File: config.mk
export PLATFORM = sky130hd
export DESIGN_NAME = note_select
export DESIGN_NICKNAME = d
export VERILOG_FILES = /design/src/rtl/note_select.sv
export SDC_FILE = /design/constraint.sdc
export NUM_CORES = 1
export LEC_CHECK = 0
export ABC_AREA = 1
export CORE_ASPECT_RATIO = 2
export CORE_UTILIZATION = 45
export DETAILED_ROUTE_END_ITERATION = 12
export SYNTH_ARGS = -nofsm -noshare
export SYNTH_HDL_FRONTEND = slang
export SYNTH_SLANG_ARGS = --single-unit
File: constraint.sdc
create_clock -name clk -period 2.6 [get_ports clk]
set_clock_uncertainty 0.15 [all_clocks]
set_input_delay 0.78 -clock clk [delete_from_list [all_inputs] [get_ports clk]]
set_output_delay 0.78 -clock clk [all_outputs]
set_load 0.005 [all_outputs]
File: src/rtl/note_select.sv
// Key front end: synchronise and debounce 12 semitone keys, pick the last-pressed note, register its frequency.
// Optional sustain behaviour is compiled in with `define NOTE_HOLD_EN.
module note_select #(
   parameter int DEBOUNCE_CYCLES = 1000000,
   parameter int CNT_W           = 20
) (
   input  logic        clk,
   input  logic        rst_n,
   input  logic [11:0] key_raw,
   input  logic        hold,
   output logic [11:0] freq,
   output logic [3:0]  note_idx,
   output logic        note_on,
   output logic        note_change
);

   localparam logic [CNT_W-1:0] CNT_LAST = CNT_W'(DEBOUNCE_CYCLES - 1);

   logic [11:0] sync1_reg;
   logic [11:0] sync2_reg;
   logic [11:0] key_s;
   logic [11:0] stable;
   logic [11:0] stable_d_reg;
   logic [11:0] press;
   logic [11:0] rel;

   logic [11:0] freq_reg, freq_next;
   logic [3:0]  note_idx_reg, note_idx_next;
   logic        note_on_reg, note_on_next;
   logic        note_change_reg, note_change_next;

   logic        active_rel;
   logic        drop;
   logic        keep;

   always_ff @(posedge clk or negedge rst_n) begin
      if (!rst_n) begin
         sync1_reg <= '0;
         sync2_reg <= '0;
      end else begin
         sync1_reg <= key_raw;
         sync2_reg <= sync1_reg;
      end
   end

   assign key_s = sync2_reg;

   genvar gi;
   generate
      for (gi = 0; gi < 12; gi++) begin : g_key
         logic [CNT_W-1:0] cnt_reg;
         logic             stable_reg;

         always_ff @(posedge clk or negedge rst_n) begin
            if (!rst_n) begin
               cnt_reg    <= '0;
               stable_reg <= 1'b0;
            end else if (key_s[gi] == stable_reg) begin
               cnt_reg <= '0;
            end else if (cnt_reg == CNT_LAST) begin
               stable_reg <= key_s[gi];
               cnt_reg    <= '0;
            end else begin
               cnt_reg <= cnt_reg + CNT_W'(1);
            end
         end

         assign stable[gi] = stable_reg;
      end
   endgenerate

   always_ff @(posedge clk or negedge rst_n) begin
      if (!rst_n) stable_d_reg <= '0;
      else        stable_d_reg <= stable;
   end

   assign press = stable & ~stable_d_reg;
   assign rel   = ~stable & stable_d_reg;

   function automatic logic [3:0] lowest(input logic [11:0] v);
      logic [3:0] r;
      r = '0;
      for (int i = 11; i >= 0; i--) begin
         if (v[i]) r = 4'(i);
      end
      return r;
   endfunction

   function automatic logic [11:0] freq_lut(input logic [3:0] idx);
      logic [11:0] f;
      case (idx)
         4'd0:    f = 12'd261;
         4'd1:    f = 12'd277;
         4'd2:    f = 12'd293;
         4'd3:    f = 12'd311;
         4'd4:    f = 12'd330;
         4'd5:    f = 12'd349;
         4'd6:    f = 12'd370;
         4'd7:    f = 12'd392;
         4'd8:    f = 12'd415;
         4'd9:    f = 12'd440;
         4'd10:   f = 12'd466;
         4'd11:   f = 12'd494;
         default: f = 12'd0;
      endcase
      return f;
   endfunction

   // The registered note index doubles as the active-key state.
   assign active_rel = note_on_reg && rel[note_idx_reg];

`ifdef NOTE_HOLD_EN
   // A sustained note (its key no longer down) is dropped as soon as hold goes low.
   assign drop = active_rel || (note_on_reg && !stable[note_idx_reg] && !hold);
   assign keep = hold;
`else
   logic unused_hold;
   assign unused_hold = hold;
   assign drop = active_rel;
   assign keep = 1'b0;
`endif

   always_comb begin
      note_on_next  = note_on_reg;
      note_idx_next = note_idx_reg;
      if (|press) begin
         note_on_next  = 1'b1;
         note_idx_next = lowest(press);
      end else if (drop) begin
         if (|stable) begin
            note_on_next  = 1'b1;
            note_idx_next = lowest(stable);
         end else if (!keep) begin
            note_on_next  = 1'b0;
            note_idx_next = '0;
         end
      end
      freq_next        = note_on_next ? freq_lut(note_idx_next) : 12'd0;
      note_change_next = (freq_next != freq_reg);
   end

   always_ff @(posedge clk or negedge rst_n) begin
      if (!rst_n) begin
         freq_reg        <= '0;
         note_idx_reg    <= '0;
         note_on_reg     <= 1'b0;
         note_change_reg <= 1'b0;
      end else begin
         freq_reg        <= freq_next;
         note_idx_reg    <= note_idx_next;
         note_on_reg     <= note_on_next;
         note_change_reg <= note_change_next;
      end
   end

   assign freq        = freq_reg;
   assign note_idx    = note_idx_reg;
   assign note_on     = note_on_reg;
   assign note_change = note_change_reg;

endmodule

==> run_results.csv, run 1 <==
group,metric,value,unit
worst_hold_path,min_to,"key_s[5]$_DFF_PN0_",
synthesis,ys_ff_latch,303,
place,place_hpwl,22000,um
clock_network,cts_made_buffers,28,
setup_path,endpoint_kind,"register",
routing,vias,11800,
worst_hold_path,whs_path_depth,0,
grt,antenna_found_initial,0,
synthesis,ys_seq_area_share,51.2,%
run_status,status,"complete, but fails checks",
synthesis,synth_area,14800,sq um
timing,slew_headroom,64.9,%
clock_network,cts_sinks,303,
routing,drt-total-wl,30900,um
setup_path,r2r_end,"note_change$_DFF_PN0_",
finish,utilization,56.9,%
setup_path,rr_worst_depth,21,
floorplan,die_area,33700,sq um
finish,nets,1932,
power,pwr_density_cell,523,nW/um^2
finish,layout.cells.non_filler,2347,
clock_network,cts-root-buf,"clkbuf_16",
routing,dr.first_iter.drc_count,493,
clock_network,path_clk_slew,0.07,ns
place,dp_cells,2229,
synthesis,synth_edf_count,0,
finish,largest_reg_flops,240,
grt,grt_max_degree,55,
setup_path,cp_slowest_cell,"dfrtp_2",
power,ir_drop,0.000543,V
synthesis,synth_cells,1705,
grt,grt_pass1_wl,51500,um
routing,detail_route.wl_per_cell,13.2,um
routing,drtPass1Iterations,4,
timing,setup_slack,-0.152,ns
synthesis,ys_async_sr_fraction,100,%
place,finalWeightedCongestion,0.828,
clock_network,htree_levels,1,
routing,drc,0,
floorplan,die_w,130,um
finish,final_cell_area,18400,sq um
routing,via_per_inst,5.05,
setup_path,cp.required,2.89,ns
synthesis,yosysUniqueCellTypes,49,
synthesis,yosysWarnings,0,
timing,setup_violations,4,
timing,rsz0062_at_grt,"yes",
setup_path,rrSetupSlack,-0.15,ns
run,maxCapViolations,0,
place,place.port_buffers,28,
synthesis,syn_avg_cell_area,8.69,sq um
setup_path,path_cells,"buf_6, nand3_1, nand3_2, nand3_2, nand3b_1, nand2_4, nand2_1, nand2_1, nand2_1, nand2_2, inv_4, ha_4, inv_1, a21oi_1, nand2_1, nand2_1, nand2_1, nand2_1, nand3_2, nor2_2, nand2_1",
timing,fin_crit_sh,106,%
worst_hold_path,hp-class,"reg2reg",
floorplan,rows,93,
finish,drive_gt1_share,22.2,%
timing,hold_violations,0,
setup_path,cpPeakStageDelay,0.49,ns
finish,final_cell_mix,"301 x dfrtp_1, 228 x inv_1, 221 x nand2_1",
floorplan,io_pins,33,
floorplan,start_util,45.8,%
finish,antenna_cells,0,
place,postPlaceCellArea,16200,sq um
worst_hold_path,hold_start,"sync1_reg[5]$_DFF_PN0_",
finish,final_common_cell,"dfrtp_1",
clock_network,cts_tree,"built",
setup_path,cp_max_fo,7,
timing,worstMarginPinSlew,0.525,ns
timing,slew_violations,0,
setup_path,regToRegStartpoint,"note_idx[0]$_DFF_PN0_",
routing,antenna_violating_nets_post_route,0,
floorplan,chipHeight,259,um
finish,area_growth,24.3,%
clock_network,clk_path_buf_depth,3,
setup_path,critPathKind,"reg2reg",
setup_path,cp.arrival,3.04,ns
grt,grt-ovfl-total,0,
synthesis,ys.flop_type,"dfrtp_1",
timing,period_needed,2.75,ns
grt,grt_use_total,18.6,%
clock_network,clk-insertion-delay-late,0.56,ns
setup_path,startpoint_type,"register",
finish,fillers,2918,
power,leakagePower,8.11,nW
setup_path,crit_path_frequent_cell,"nand2_1",
grt,grt_pass1_vias,11900,
timing,timing.fmax,0.363,GHz
floorplan,core,32300,sq um
run_status,violations,"negative setup slack",
-- through the flow --
stage | setup TNS, ns | total power [mW] | hold WS (ns) | setup slack (ns)
final | -0.295 | 9.63 | 0.197 | -0.152
after detailed placement | -0.545 | 5.25 | 0.186 | -0.285
after CTS | -0.0854 | 9.76 | 0.204 | -0.0638
after global placement | -0.385 | 5.24 | 0.182 | -0.245
after global routing | -1.20 | 10.0 | 0.207 | -0.312
after floorplan | 0 | 5.05 | 0.181 | 0.0221
-- synth_stat cells, types with 3 or more instances --
cell type,instances,area (sq um)
ha_1,18,225
o211ai_1,4,30.0
inv_1,243,912
and3_1,5,31.3
o21ai_1,3,15.0
dfrtp_1,303,7580
nor3b_2,8,100
o21ai_0,44,220
nor3_4,4,65.1
mux2_2,12,135
nor2_1,237,890
xnor2_1,33,289
nand4_1,56,350
inv_2,16,60.1
a31oi_1,15,93.8
nand3_1,96,480
nor3_2,12,120
nand2_1,236,886
nor3b_1,42,315
nand3_2,11,110
or2_1,6,37.5
or2_4,4,35.0
buf_4,3,22.5
o21a_1,15,113
nand2_2,14,87.6
or4_1,3,22.5
a21oi_1,87,435
nor2_2,14,87.6
nor4_1,25,156
clkbuf_1,8,30.0
xor2_1,30,263
nor3_1,73,365
-- what timing repair did --
item | 4_1_cts | 5_1_grt
pin swaps | 25 | 84
endpoints found under the hold margin | 35 | 0
endpoints found under the setup margin | 6 | 39
hold buffers | 1 | 0
gates resized for setup | 36 | 146
buffers inserted | 15 | 52
-- power breakdown --
part           switching (mW)  total [mW]  internal, mW
logic                   0.225       0.359         0.134
registers              0.0557        4.83          4.78
clock network            1.79        4.44          2.65
total                    2.07        9.63          7.56
-- area by class of cell --
| cell class | count | area (sq um) | share of cell area, % |
|---|---|---|---|
| flip-flops and latches | 303 | 7580 | 41.2 |
| multi-input cells | 1131 | 6820 | 37.1 |
| repair buffers | 175 | 1480 | 8.04 |
| inverters | 260 | 991 | 5.39 |
| clock buffers | 39 | 803 | 4.37 |
| well taps | 427 | 534 | 2.90 |
| clock inverters | 12 | 190 | 1.03 |
-- cells by family (layout without fill, tap and decap cells) --
family	after synthesis	count (layout)	share of synthesized area (%)
multiplexers	12	12	0.912
AND/OR/NAND/NOR	858	858	28.7
buffers and inverters	273	486	7.11
XOR/XNOR	63	63	3.73
AO/OA/AOI/OAI	177	177	6.78
adder cells (fa/ha/maj)	18	18	1.52
other	1	3	0.0253
flip-flops	303	303	51.2
-- layer usage --
layer	wire length (um)	share of wire (%)	GRT usage, %	up-vias
li1	-	-	-	5970
met1	11600	38	18.9	5716
met2	17800	58	37.2	106
met3	666	2.2	1.96	51
met4	818	2.6	7.40	0
met5	0	0	0	-
-- worst max-delay path by stage --
stage                                    startpoint               endpoint  slack (ns)
CTS                           note_idx[0]$_DFF_PN0_  note_change$_DFF_PN0_       -0.06
floorplan           g_key[0].stable_reg$_DFFE_PN0P_  note_change$_DFF_PN0_        0.02
finish                        note_idx[0]$_DFF_PN0_  note_change$_DFF_PN0_       -0.15
global placement              note_idx[0]$_DFF_PN0_  note_change$_DFF_PN0_       -0.24
detailed placement            note_idx[0]$_DFF_PN0_  note_change$_DFF_PN0_       -0.29
global route                  note_idx[0]$_DFF_PN0_  note_change$_DFF_PN0_       -0.31
-- critical path, delay by kind of cell, from the launching register on --
family | cells | cell delay (ns)
AND/OR/NAND/NOR | 16 | 1.32
buffers and inverters | 3 | 0.25
flip-flops | 1 | 0.49
AO/OA/AOI/OAI | 1 | 0.12
adder cells (fa/ha/maj) | 1 | 0.29
(Power assumes the default switching activity.)
==> run 2, diff against run 1 <==
CORE_UTILIZATION = 55   (was 45)
PLACE_DENSITY = 0.75   (was not set)
SLEW_MARGIN = 20   (was not set)
==> run_results.csv, run 2 (synthesis results as in run 1) <==
group,metric,value,unit
finish,largest_reg_flops,240,
routing,vias,12100,
timing,setup_violations,1,
finish,area_growth,21.3,%
clock_network,cts_made_buffers,27,
finish,final_common_cell,"dfrtp_1",
setup_path,cp.arrival,2.96,ns
grt,grt_use_total,22.8,%
timing,setup_slack,-0.0681,ns
clock_network,clk_path_buf_depth,3,
setup_path,startpoint_type,"register",
grt,grt_pass1_wl,52500,um
grt,antenna_found_initial,0,
grt,grt_max_degree,58,
finish,nets,1909,
clock_network,path_clk_slew,0.06,ns
place,dp_cells,2140,
run_status,status,"complete, but fails checks",
power,pwr_density_cell,522,nW/um^2
routing,drtPass1Iterations,6,
grt,grt-ovfl-total,0,
floorplan,chipHeight,234,um
finish,multi_input_area,6760,sq um
power,ir_drop,0.000521,V
timing,period_needed,2.67,ns
clock_network,cts-root-buf,"clkbuf_16",
timing,timing.fmax,0.375,GHz
clock_network,clk-insertion-delay-late,0.56,ns
finish,antenna_cells,0,
finish,seq_area,7590,sq um
setup_path,cp_max_fo,10,
routing,via_per_inst,5.41,
timing,slew_headroom,64.5,%
timing,tns,-0.0681,ns
floorplan,rows,84,
floorplan,io_pins,33,
floorplan,die_w,118,um
floorplan,core,26400,sq um
setup_path,endpoint_kind,"register",
timing,rsz0062_at_grt,"yes",
finish,final_cell_mix,"300 x dfrtp_1, 231 x inv_1, 224 x nand2_1",
timing,hold_violations,0,
run,maxCapViolations,0,
routing,dr.first_iter.drc_count,643,
clock_network,cts_sinks,303,
clock_network,htree_levels,1,
setup_path,critPathKind,"reg2reg",
clock_network,hold_buffers,0,
routing,detail_route.wl_per_cell,14.2,um
setup_path,cp.required,2.89,ns
place,place_hpwl,21700,um
routing,antenna_violating_nets_post_route,0,
clock_network,cts_tree,"built",
finish,fillers,1995,
finish,drive_gt1_share,21.5,%
run_status,violations,"negative setup slack",
timing,fin_crit_sh,103,%
finish,layout.cells.non_filler,2239,
power,leakagePower,8.05,nW
grt,grt_pass1_vias,12200,
floorplan,die_area,27600,sq um
place,finalWeightedCongestion,0.838,
routing,drc,0,
worst_hold_path,hp-class,"in2async",
timing,slew_violations,0,
timing,worstMarginPinSlew,0.531,ns
floorplan,start_util,56.1,%
place,place.port_buffers,28,
routing,drt-total-wl,31800,um
[run 2: final cells by class]
| cell class | instances | area share [%] |
|---|---|---|
| Sequential cell | 303 | 42.2 |
| Multi-Input combinational cell | 1131 | 37.6 |
| Clock inverter | 11 | 0.801 |
| Inverter | 260 | 5.50 |
| Tap cell | 344 | 2.40 |
| Timing Repair Buffer | 153 | 7.14 |
| Clock buffer | 37 | 4.30 |
[run 2: path summary, 6_finish.rpt]
kind | start | end | slack, ns | cells after the start
max | note_idx[0]$_DFF_PN0_ | note_change$_DFF_PN0_ | -0.07 | 19
min | rst_n | g_key[10].cnt_reg[19]$_DFF_PN0_ | 0.006 | 1
max reg2reg | note_idx[0]$_DFF_PN0_ | note_change$_DFF_PN0_ | -0.07 | 19
min reg2reg | sync1_reg[11]$_DFF_PN0_ | key_s[11]$_DFF_PN0_ | 0.20 | 0
max in group asynchronous | rst_n | g_key[0].cnt_reg[17]$_DFF_PN0_ | 1.61 | 2
min in group clk | sync1_reg[11]$_DFF_PN0_ | key_s[11]$_DFF_PN0_ | 0.20 | 0
[run 2: metrics by stage]
stage               setup WS [ns]  util, %  hold WS, ns  power [mW]  area [sq um]
finish                    -0.0681     68.1      0.00626        9.37         18000
global route               -0.236     68.1       0.0394        9.70         18000
CTS                       -0.0266     64.9       0.0215        9.42         17100
detailed placement         -0.195     60.9        0.186        5.25         16100
global placement           -0.182     60.9        0.184        5.24         16100
floorplan                  0.0221        -        0.181        5.05         14800
[run 2: layer usage]
metal	part of all wire, %	GRT usage, %
met2	57	46.5
met4	3.6	9.74
met5	0	0
met3	2.3	1.99
met1	37	23.2
[run 2: what timing repair did]
| action | in CTS | in global routing |
|---|---|---|
| endpoints found under the setup margin | 4 | 45 |
| setup buffers | 6 | 45 |
| resized for setup | 27 | 142 |
| pin swaps | 23 | 72 |
[run 2: power breakdown]
part / total (mW) / leakage (nW) / switching, mW / internal [mW]
registers: 4.83 / 4.14 / 0.0581 / 4.78
logic: 0.369 / 3.46 / 0.233 / 0.136
clock network: 4.17 / 0.452 / 1.79 / 2.38
[run 2: worst max-delay path, cell delays in order, from the launching register on]
cell and delay (ns):
dfrtp_2 0.49, inv_4 0.13, nand3_2 0.08, nand3_2 0.09
nand3_4 0.09, a21oi_4 0.16, buf_4 0.13, buf_4 0.09
nand3_2 0.10, nand2_2 0.10, nand2_2 0.15, buf_4 0.19
nand3_2 0.10, nand3_1 0.10, nand2_1 0.07, nand2_1 0.06
inv_1 0.05, nand2_1 0.04, nor2_1 0.09, nand2_1 0.05
